--- config.mk ---
export PLATFORM = sky130hd
export DESIGN_NAME = sha3_msg_loader
export DESIGN_NICKNAME = d
export VERILOG_FILES = /design/src/rtl/sha3_msg_loader.sv
export SDC_FILE = /design/constraint.sdc
export NUM_CORES = 1
export LEC_CHECK = 0
export BUFFER_PORTS_ARGS = -buffer_cell sky130_fd_sc_hd__buf_2
export CAP_MARGIN = 20
export CORE_AREA = 2 2 192 194
export CTS_BUF_LIST = sky130_fd_sc_hd__clkbuf_4
export DETAILED_ROUTE_END_ITERATION = 7
export DIE_AREA = 0 0 194 196
export HOLD_SLACK_MARGIN = 0.15
export PLACE_DENSITY = 0.61
export SETUP_SLACK_MARGIN = 0.5
export SLEW_MARGIN = 40
export SYNTH_ARGS = -nofsm -noshare
export SYNTH_HDL_FRONTEND = slang
export SYNTH_SLANG_ARGS = --single-unit
--- constraint.sdc ---
create_clock -name clk -period 5.5 [get_ports clk]
set_input_delay 1.375 -clock clk [delete_from_list [all_inputs] [get_ports clk]]
set_output_delay 1.375 -clock clk [all_outputs]
set_load 0.05 [all_outputs]
--- src/rtl/sha3_msg_loader.sv ---
// Byte-stream front end for the sha3 request port: packs N/8 bytes big-endian
// into md_in, then holds the word on a req_valid/req_ready handshake.
//
// Handshakes:
// - A byte moves when s_valid && s_ready at a rising edge.
// - A request moves when req_valid && req_ready at a rising edge.
// - s_ready and req_valid depend only on the state register, never on inputs.
// - Once raised, req_valid stays high with md_in frozen until the request moves.
module sha3_msg_loader #(
    parameter  int N  = 344,
    localparam int NB = N / 8,
    localparam int IW = (NB > 1) ? $clog2(NB) : 1
) (
    input  logic         clk,
    input  logic         rstn,
    input  logic [7:0]   s_data,
    input  logic         s_valid,
    input  logic         s_last,
    output logic         s_ready,
    output logic [N-1:0] md_in,
    output logic         req_valid,
    input  logic         req_ready,
    output logic         err_len,
    output logic [15:0]  msg_count
);

    if ((N % 8) != 0 || N < 8) begin : g_bad_n
        $error("sha3_msg_loader: N must be a multiple of 8 and at least 8");
    end

    typedef enum logic [0:0] {
        FILL = 1'b0,
        SEND = 1'b1
    } state_t;

    localparam logic [IW-1:0] LAST_IDX = IW'(NB - 1);

    state_t        state_q, state_d;
    logic [IW-1:0] idx_q, idx_d;
    logic [N-1:0]  md_q, md_d;
    logic          err_len_q, err_len_d;
    logic [15:0]   msg_count_q, msg_count_d;

    logic          at_last_idx;
    logic          byte_fire;
    logic          req_fire;

    assign at_last_idx = (idx_q == LAST_IDX);
    assign byte_fire   = s_valid && (state_q == FILL);
    assign req_fire    = req_ready && (state_q == SEND);

    always_comb begin
        state_d     = state_q;
        idx_d       = idx_q;
        md_d        = md_q;
        err_len_d   = 1'b0;
        msg_count_d = msg_count_q;

        if (byte_fire) begin
            if (s_last != at_last_idx) begin
                // Too short or too long: the byte is dropped and the next one
                // starts a fresh message at index 0.
                err_len_d = 1'b1;
                idx_d     = '0;
            end else begin
                for (int b = 0; b < NB; b++) begin
                    if (idx_q == IW'(b)) begin
                        md_d[N-1-8*b -: 8] = s_data;
                    end
                end
                if (s_last) begin
                    idx_d   = '0;
                    state_d = SEND;
                end else begin
                    idx_d = idx_q + IW'(1);
                end
            end
        end

        if (req_fire) begin
            state_d     = FILL;
            msg_count_d = msg_count_q + 16'd1;
        end
    end

    always_ff @(posedge clk or negedge rstn) begin
        if (!rstn) begin
            state_q     <= FILL;
            idx_q       <= '0;
            md_q        <= '0;
            err_len_q   <= 1'b0;
            msg_count_q <= 16'd0;
        end else begin
            state_q     <= state_d;
            idx_q       <= idx_d;
            md_q        <= md_d;
            err_len_q   <= err_len_d;
            msg_count_q <= msg_count_d;
        end
    end

    assign s_ready   = (state_q == FILL);
    assign req_valid = (state_q == SEND);
    assign md_in     = md_q;
    assign err_len   = err_len_q;
    assign msg_count = msg_count_q;

endmodule

==> Yosys cells after proc, flatten, opt, wreduce, memory -nomap -nowiden <==
Cells that the tools add are included.
Widths: inputs -> output; s select.
{ "op_classes": {"reduce_logical": 49, "add_sub_neg": 2, "n_bitwise": 2, "n_mux": 8, "n_eq_ne": 44} }
{ "op_table": {"columns": ["operator", "count"], "rows": [
  ["$reduce_and 3->1", 44],
  ["$eq 6x5->1 const B", 16],
  ["$eq 6x6->1 const B", 11],
  ["$eq 6x4->1 const B", 8],
  ["$eq 6x3->1 const B", 4],
  ["$add 16x1->16 const B", 1],
  ["$eq 6x2->1 const B", 2],
  ["$mux 6", 2],
  ["$add 6x1->6 const B", 1],
  ["$eq 6x1->1 const B", 1],
  ["$logic_not 6->1", 1],
  ["$mux 1", 6],
  ["$reduce_bool 2->1", 2],
  ["$logic_and 1x1->1", 2],
  ["$ne 2x2->1 const B", 1],
  ["$not 1->1", 2],
  ["$ne 1x1->1", 1]
]} }
{ "word_totals": {"output_inout_bits": 363, "in_bits": 13, "ff_bits": 368, "elab_cells": 152} }

==> Logic depth before layout (Yosys ltp) <==
Gate-level depths: netlist of the first run.
{ "logic_depth": {"ltp_word": 5, "ltp_mapped": 10, "ltp_nobuf": 9} }

==> Worst setup path before layout of the first run <==
Ideal clock, no wire load.
{ "synth_timing": {"path_kind": "input to register", "startpoint": "input s_last", "endpoint": "register md_q[39], in the netlist md_in[39]", "setup_slack_ps": 2406, "cell_stages": 6, "arrival_ps": 2969, "t_required_ps": 5375, "cell_sequence": "ha_1 -> clkbuf_1 -> nor2_2 -> nand2_2 -> nor3_2 -> mux2_2"} }
{ "synth_between": {"elab_chain_cells": 3} }
{ "synth_rtl": {"columns": ["element", "line_no", "source"], "rows": [
  ["from (decl)", "18", "input logic s_last,"],
  ["$ne 1x1->1", "60", "if (s_last != at_last_idx) begin"],
  ["$not 1->1 (no source line)", null, null],
  ["$reduce_and 3->1 (no source line)", null, null],
  ["to (signal assigned)", "96", "md_q <= md_d;"],
  ["to (decl)", "40", "logic [N-1:0] md_q, md_d;"]
]} }
No other way between the ends.
A chain may end at the register's enable or synchronous reset.

==> Worst setup path after layout of the first run <==
{ "layout_timing": {"startpoint": "register idx_q[0]", "endpoint": "register md_q[74], in the netlist md_in[74]"} }
{ "layout_between": {"elab_chain_cells": 4, "word_cells_on_any_way": 5, "classes_between": "eq/ne (3); bitwise (1); reduce/logical (1)"} }
{ "layout_rtl": {"columns": ["element", "line_no", "source"], "rows": [
  ["from (decl)", "39", "logic [IW-1:0] idx_q, idx_d;"],
  ["from (signal assigned)", "95", "idx_q <= idx_d;"],
  ["$eq 6x6->1", "48", "assign at_last_idx = (idx_q == LAST_IDX);"],
  ["$ne 1x1->1", "60", null],
  ["$not 1->1 (no source line)", null, null],
  ["$reduce_and 3->1 (no source line) (*)", null, null]
]} }
Every way passes the cells marked *; elsewhere a longest branch is shown, timed or not.

==> results of run 1 <==
-- sequential cells by signal, summed over array words and instances (netlist names) --
signal / count
err_len: 1
idx_q: 6
md_in: 344
msg_count: 16
req_valid: 1
-- final cells by class --
cell class	count	share of cell area [%]
Antenna cell	2	0.0279
Clock buffer	139	5.82
Clock inverter	40	1.02
Inverter	7	0.147
Multi-Input combinational cell	488	27.0
Sequential cell	368	51.4
Tap cell	468	3.27
Timing Repair Buffer	388	11.4
-- power breakdown --
group          internal (µW)  switching (µW)
Sequential              2820            73.1
Clock                   1180            1150
Combinational            187             652
-- cells in the mapped netlist, drive strengths merged (6+ instances only) --
master  number
and2         6
buf         11
clkbuf      38
dfrtp      368
ha           6
inv          7
mux2       345
nand2       39
nand2b       6
nand3       11
nor2        16
nor3        10
o21ai        8
xnor2       10
-- final timing paths --
path | from | endpoint | slack [ps] | cells past startpoint
worst max-delay path | idx_q[0] | md_in[74] | 2330 | 9
worst min-delay path | msg_count[15] | msg_count[15] | 470 | 1
worst max register to register | idx_q[0] | md_in[74] | 2330 | 9
worst min register to register | msg_count[15] | msg_count[15] | 470 | 1
max in group asynchronous | rstn | md_in[275] | 3980 | 2
min in group asynchronous | rstn | md_in[294] | 550 | 1
-- per-layer routing --
layer	wire [µm]	vias up
met3	3320	52
met2	19300	339
met5	0	-
met4	828	0
li1	-	4152
met1	17300	4792
-- cell families after synthesis --
kind of cell | Yosys count | share of synthesized area, %
AND/OR/NAND/NOR | 109 | 4.41
flip-flops | 368 | 64.5
multiplexers | 345 | 27.4
AO/OA/AOI/OAI | 13 | 0.543
buffers and inverters | 56 | 1.67
XOR/XNOR | 15 | 0.920
adder cells (fa/ha/maj) | 6 | 0.526
-- worst reg2reg max path, delay by kind of cell (launching register included) --
family                     cells  cell delay, ps
buffers and inverters          1             110
DFF                            1             500
muxes                          1             400
and+or+nand+nor                5            1360
adders and majority gates      2             700
-- per-stage QoR --
stage	hold slack (ps)	cell area, µm²	std cells	total power [µW]
floorplan	568	14300	912	3500
global placement	454	16700	1718	3780
detailed placement	466	16700	1719	3790
CTS	456	17900	1898	6170
global route	482	17900	1900	6360
finish	474	17900	1900	6060
==> impl_metrics.csv, run 1 <==
group,metric,value,unit
outcome,status,"finished clean",
logic_synthesis,yosys_warnings,0,
floorplanning,ios,376,
logic_synthesis,ys_types,40,
timing,max_freq,0.316,GHz
global_routing,grt_max_degree,109,
power_and_ir_drop,p_leak,0.0102,µW
logic_synthesis,synth_flop_cell,"dfrtp_1",
critical_path,cp-start-kind,"flop",
critical_path,end_kind,"flop",
logic_synthesis,postSynthCellCount,912,
detailed_routing,wire_per_inst,21.4,µm
clock_tree,cts-root-buf,"clkbuf_4",
final_layout,multi_input_area,4830,µm²
clock_tree,clk-insertion-delay-late,790,ps
global_routing,grt-ovfl-total,0,
critical_path,cp_max_fo,13,
global_routing,busiest_layer,"met2",
clock_tree,cts.sinks,368,
timing,finalHoldViolations,0,
clock_tree,ctsHoldBuffers,0,
power_and_ir_drop,power_density,338,nW/µm²
timing,drv_slew,0,
power_and_ir_drop,irDropWorstVdd,0.263,mV
final_layout,regArea,9210,µm²
timing,finalCritPeriodShare,57.6,%
logic_synthesis,synthTopCellsByArea,"dfrtp_1 (65%), mux2_2 (27%), clkbuf_1 (1.0%)",
clock_tree,htree_levels,3,
clock_tree,cts_made_buffers,99,
final_layout,fillers,3283,
placed_design,numPortBuffers,375,
critical_path,critPathRequiredTime,6140,ps
detailed_routing,drc,0,
timing,rsz0062_at_grt,"no",
floorplanning,start_util,39.6,%
critical_path,crit_buf_inv,1,
logic_synthesis,ys_ff_latch,368,
timing,setup_tns,0,ps
global_routing,grt_pass1_vias,9960,
detailed_routing,via_per_inst,4.91,
clock_tree,cts_resized,0,
final_layout,drive_gt1_share,63.3,%
logic_synthesis,synth_top_area_cell,"dfrtp_1",
final_layout,final_common_cell,"buf_2",
timing,finalSetupViolCount,0,
logic_synthesis,synth_edf_count,0,
global_routing,grt_util_met2,34.3,%
timing,worst_pin_slew,691,ps
detailed_routing,num_vias,9335,
job,max_cap_viol_count,0,
logic_synthesis,syn_area,14300,µm²
placed_design,hpwl,25800,µm
critical_path,slowest_stage,"nor2_2",
detailed_routing,dr.pass1.iters,4,
timing,min_period,3170,ps
placed_design,gp_congestion,0.772,
global_routing,use_met3,7.98,%
detailed_routing,ant_nets,0,
floorplanning,die-area,38000,µm²
final_layout,nNetsFinal,1371,
global_routing,grt_use_total,21.6,%
final_layout,final_cell_mix,"buf_2 (372), dfrtp_1 (368), mux2_2 (337), clkbuf_4 (139), nand2_1 (35)",
final_layout,finish.utilization,49.7,%
clock_tree,clockBufferDepth,3,
logic_synthesis,avgSynthCellArea,15.7,µm²
clock_tree,tritoncts,"done",
min_path,hold_path.class,"reg -> reg",
critical_path,slowest_delay,510,ps
logic_synthesis,synth_fp_nets,931,
global_routing,grt_util_met1,27.2,%
final_layout,area_growth,25.5,%
logic_synthesis,synth_top_area_share,64.5,%
global_routing,grt_pass1_wl,61800,µm
floorplanning,die_width,194,µm
critical_path,path_cells,"inv_1, ha_1, nand2_1, nor3_1, ha_1, nor2_2, nand2_1, nor2_2, mux2_2",
detailed_routing,drtIter0Drc,346,
floorplanning,fp-row-count,70,
critical_path,critical_path_class,"reg -> reg",
floorplanning,die_h,196,µm
global_routing,grt_antenna_before_repair,2,
critical_path,crit_family,"simple AND/OR/NAND/NOR gates",
detailed_routing,wirelength,40700,µm
placed_design,place_ws,1830,ps
timing,max_slew_margin,53.7,%
timing,final.setup.worst_slack,2330,ps
critical_path,worst_ep_arrival_time,3810,ps
logic_synthesis,synth_seq_area_share,64.5,%
clock_tree,cts.clk_slew.worst_paths,60,ps
logic_synthesis,ys_async_sr_fraction,100,%
floorplanning,core,36100,µm²
clock_tree,cts_setup_buffers,0,
timing,finClkSkew,58.3,ps
Power figures use the tool's default switching activity.
==> run 2, diff against run 1 <==
==> constraint.sdc (replaced) <==
create_clock -name clk -period 2.98 [get_ports clk]
set_input_delay 0.745 -clock clk [delete_from_list [all_inputs] [get_ports clk]]
set_output_delay 0.745 -clock clk [all_outputs]
set_load 0.05 [all_outputs]
==> run 2 against run 1 <==
Sequential power up 84%. Die area unchanged. Final cell count up 1.5%. Clock skew barely moved. Flip-flop and latch count unchanged. Clock-buffer cell count up 18. Combinational power increased by 92%. Global-route usage increased by 0.59 points. Critical path type unchanged. Critical endpoint is now md_in[104]. Largest cell class unchanged.
==> impl_metrics.csv, run 2 (synthesis results as in run 1) <==
group,metric,value,unit
outcome,status,"finished clean",
clock_tree,clockBufferDepth,3,
final_layout,stdcell_count,1929,
timing,min_period,2390,ps
critical_path,rrSetupSlack,590,ps
critical_path,crit_buf_inv,4,
timing,finalHoldViolations,0,
critical_path,cp-start-kind,"flop",
min_path,hold_path_depth,3,
global_routing,grt_pass1_vias,10065,
floorplanning,fp-row-count,70,
global_routing,grt_pass1_wl,63500,µm
detailed_routing,ant_nets,0,
floorplanning,ios,376,
placed_design,placed_cell_area,17000,µm²
final_layout,final_cell_area,18500,µm²
critical_path,cpMostUsedCell,"buf_6",
min_path,hold_path.class,"in -> reg",
clock_tree,clk-insertion-delay-late,790,ps
timing,finClkSkew,58.3,ps
critical_path,critical_path_class,"reg -> reg",
global_routing,grt_use_total,22.2,%
detailed_routing,wirelength,42100,µm
critical_path,cp-endpoint,"md_in[104]",
clock_tree,cts.clk_slew.worst_paths,60,ps
detailed_routing,num_vias,9618,
critical_path,cp_max_fo,8,
global_routing,grt_max_degree,66,
clock_tree,tritoncts,"done",
final_layout,drive_gt1_share,67.2,%
floorplanning,die_h,196,µm
critical_path,critPathRequiredTime,3630,ps
power_and_ir_drop,fin_total_pwr,11400,µW
detailed_routing,dr.pass1.iters,4,
floorplanning,core,36100,µm²
timing,finalSetupViolCount,0,
global_routing,grt_antenna_before_repair,1,
critical_path,worstReg2RegEnd,"md_in[104]",
timing,worst_pin_slew,694,ps
critical_path,end_kind,"flop",
final_layout,nNetsFinal,1408,
placed_design,numPortBuffers,375,
critical_path,path_cells,"inv_2, ha_2, nand2_2, nor3_4, ha_4, buf_6, and3b_1, buf_4, and2_1, buf_6, mux2_4",
critical_path,slowest_stage,"dfrtp_1",
timing,finalCritPeriodShare,80.3,%
detailed_routing,drc,0,
floorplanning,start_util,39.6,%
critical_path,reg2regPathDepth,11,
final_layout,largest_register_ffs,344,
final_layout,final_cell_mix,"buf_2 (373), dfrtp_1 (367), mux2_2 (337), clkbuf_4 (157), buf_4 (36)",
job,max_cap_viol_count,0,
timing,setup_tns,0,ps
final_layout,area_growth,29.7,%
global_routing,grt-ovfl-total,0,
power_and_ir_drop,irDropWorstVdd,0.450,mV
power_and_ir_drop,p_leak,0.0105,µW
final_layout,final_common_cell,"buf_2",
final_layout,fillers,3244,
clock_tree,htree_levels,3,
clock_tree,cts-root-buf,"clkbuf_4",
power_and_ir_drop,power_density,616,nW/µm²
clock_tree,cts_made_buffers,98,
detailed_routing,wire_per_inst,21.8,µm
timing,drv_slew,0,
floorplanning,die-area,38000,µm²
floorplanning,die_width,194,µm
critical_path,worstReg2RegStart,"idx_q[0]",
critical_path,setup.worst_path.start,"idx_q[0]",
detailed_routing,via_per_inst,4.99,
clock_tree,cts.sinks,368,
timing,rsz0062_at_grt,"yes",
critical_path,worst_ep_arrival_time,3040,ps
placed_design,hpwl,27300,µm
critical_path,slowest_delay,390,ps
critical_path,cp.depth,11,
critical_path,crit_family,"simple AND/OR/NAND/NOR gates",
placed_design,gp_congestion,0.825,
timing,max_slew_margin,53.7,%
detailed_routing,drtIter0Drc,300,
placed_design,dp_cells,1745,
timing,max_freq,0.418,GHz
-- run 2: layout make-up --
type	instances	area (µm²)	area share, %
sequential	368	9210	49.7
multi-input combinational	488	5000	27.0
timing repair buffer	426	2430	13.2
clock buffer	157	1180	6.37
tap	468	586	3.16
clock inverter	14	75.1	0.406
inverter	7	26.3	0.142
antenna	1	2.50	0.0135
-- run 2: what timing repair did --
| item | 4_1_cts | 5_1_grt |
|---|---|---|
| pin swaps | 6 | 3 |
| hold endpoints to repair | 47 | 0 |
| setup buffers | 8 | 2 |
| hold buffers | 2 | 0 |
| endpoints found under the setup margin | 253 | 215 |
| resized for setup | 34 | 7 |
-- run 2: tightest hold or removal path, delay by kind of cell --
kind | cells | cell delay (ps)
AOI/OAI and AO/OA | 1 | 80
buffers and inverters | 2 | 210
-- run 2: routing by layer --
layer / up-vias / global-route usage (%) / part of all wire [%] / wire [µm]
li1: 4220 / - / - / -
met1: 4946 / 27.4 / 41 / 17200
met2: 364 / 35.9 / 48 / 20400
met3: 88 / 6.79 / 7.6 / 3190
met4: 0 / 10.0 / 3.2 / 1350
met5: - / 0 / 0 / 0
-- run 2: how the worst min path moves through the flow --
stage / start / endpoint / slack, ps
after floorplan: rstn / err_len / 450
after global placement: msg_count[15] / msg_count[15] / 450
after detailed placement: msg_count[15] / msg_count[15] / 460
after CTS: s_last / req_valid / 210
after global routing: s_last / req_valid / 250
final: s_last / req_valid / 320
-- run 2: through the flow --
| step | util, % | hold WS, ps | setup slack, ps |
|---|---|---|---|
| after floorplan | - | 449 | 508 |
| after global placement | 47.1 | 452 | 195 |
| after detailed placement | 47.1 | 457 | 106 |
| after CTS | 51.2 | 209 | 504 |
| after global routing | 51.3 | 251 | 450 |
| final | 51.3 | 317 | 586 |
-- run 2: power by group --
| group | switching [µW] | internal, µW | total (µW) |
|---|---|---|---|
| sequential | 133 | 5210 | 5340 |
| clock | 2090 | 2370 | 4460 |
| combinational | 1230 | 379 | 1610 |
| total | 3450 | 7960 | 11400 |
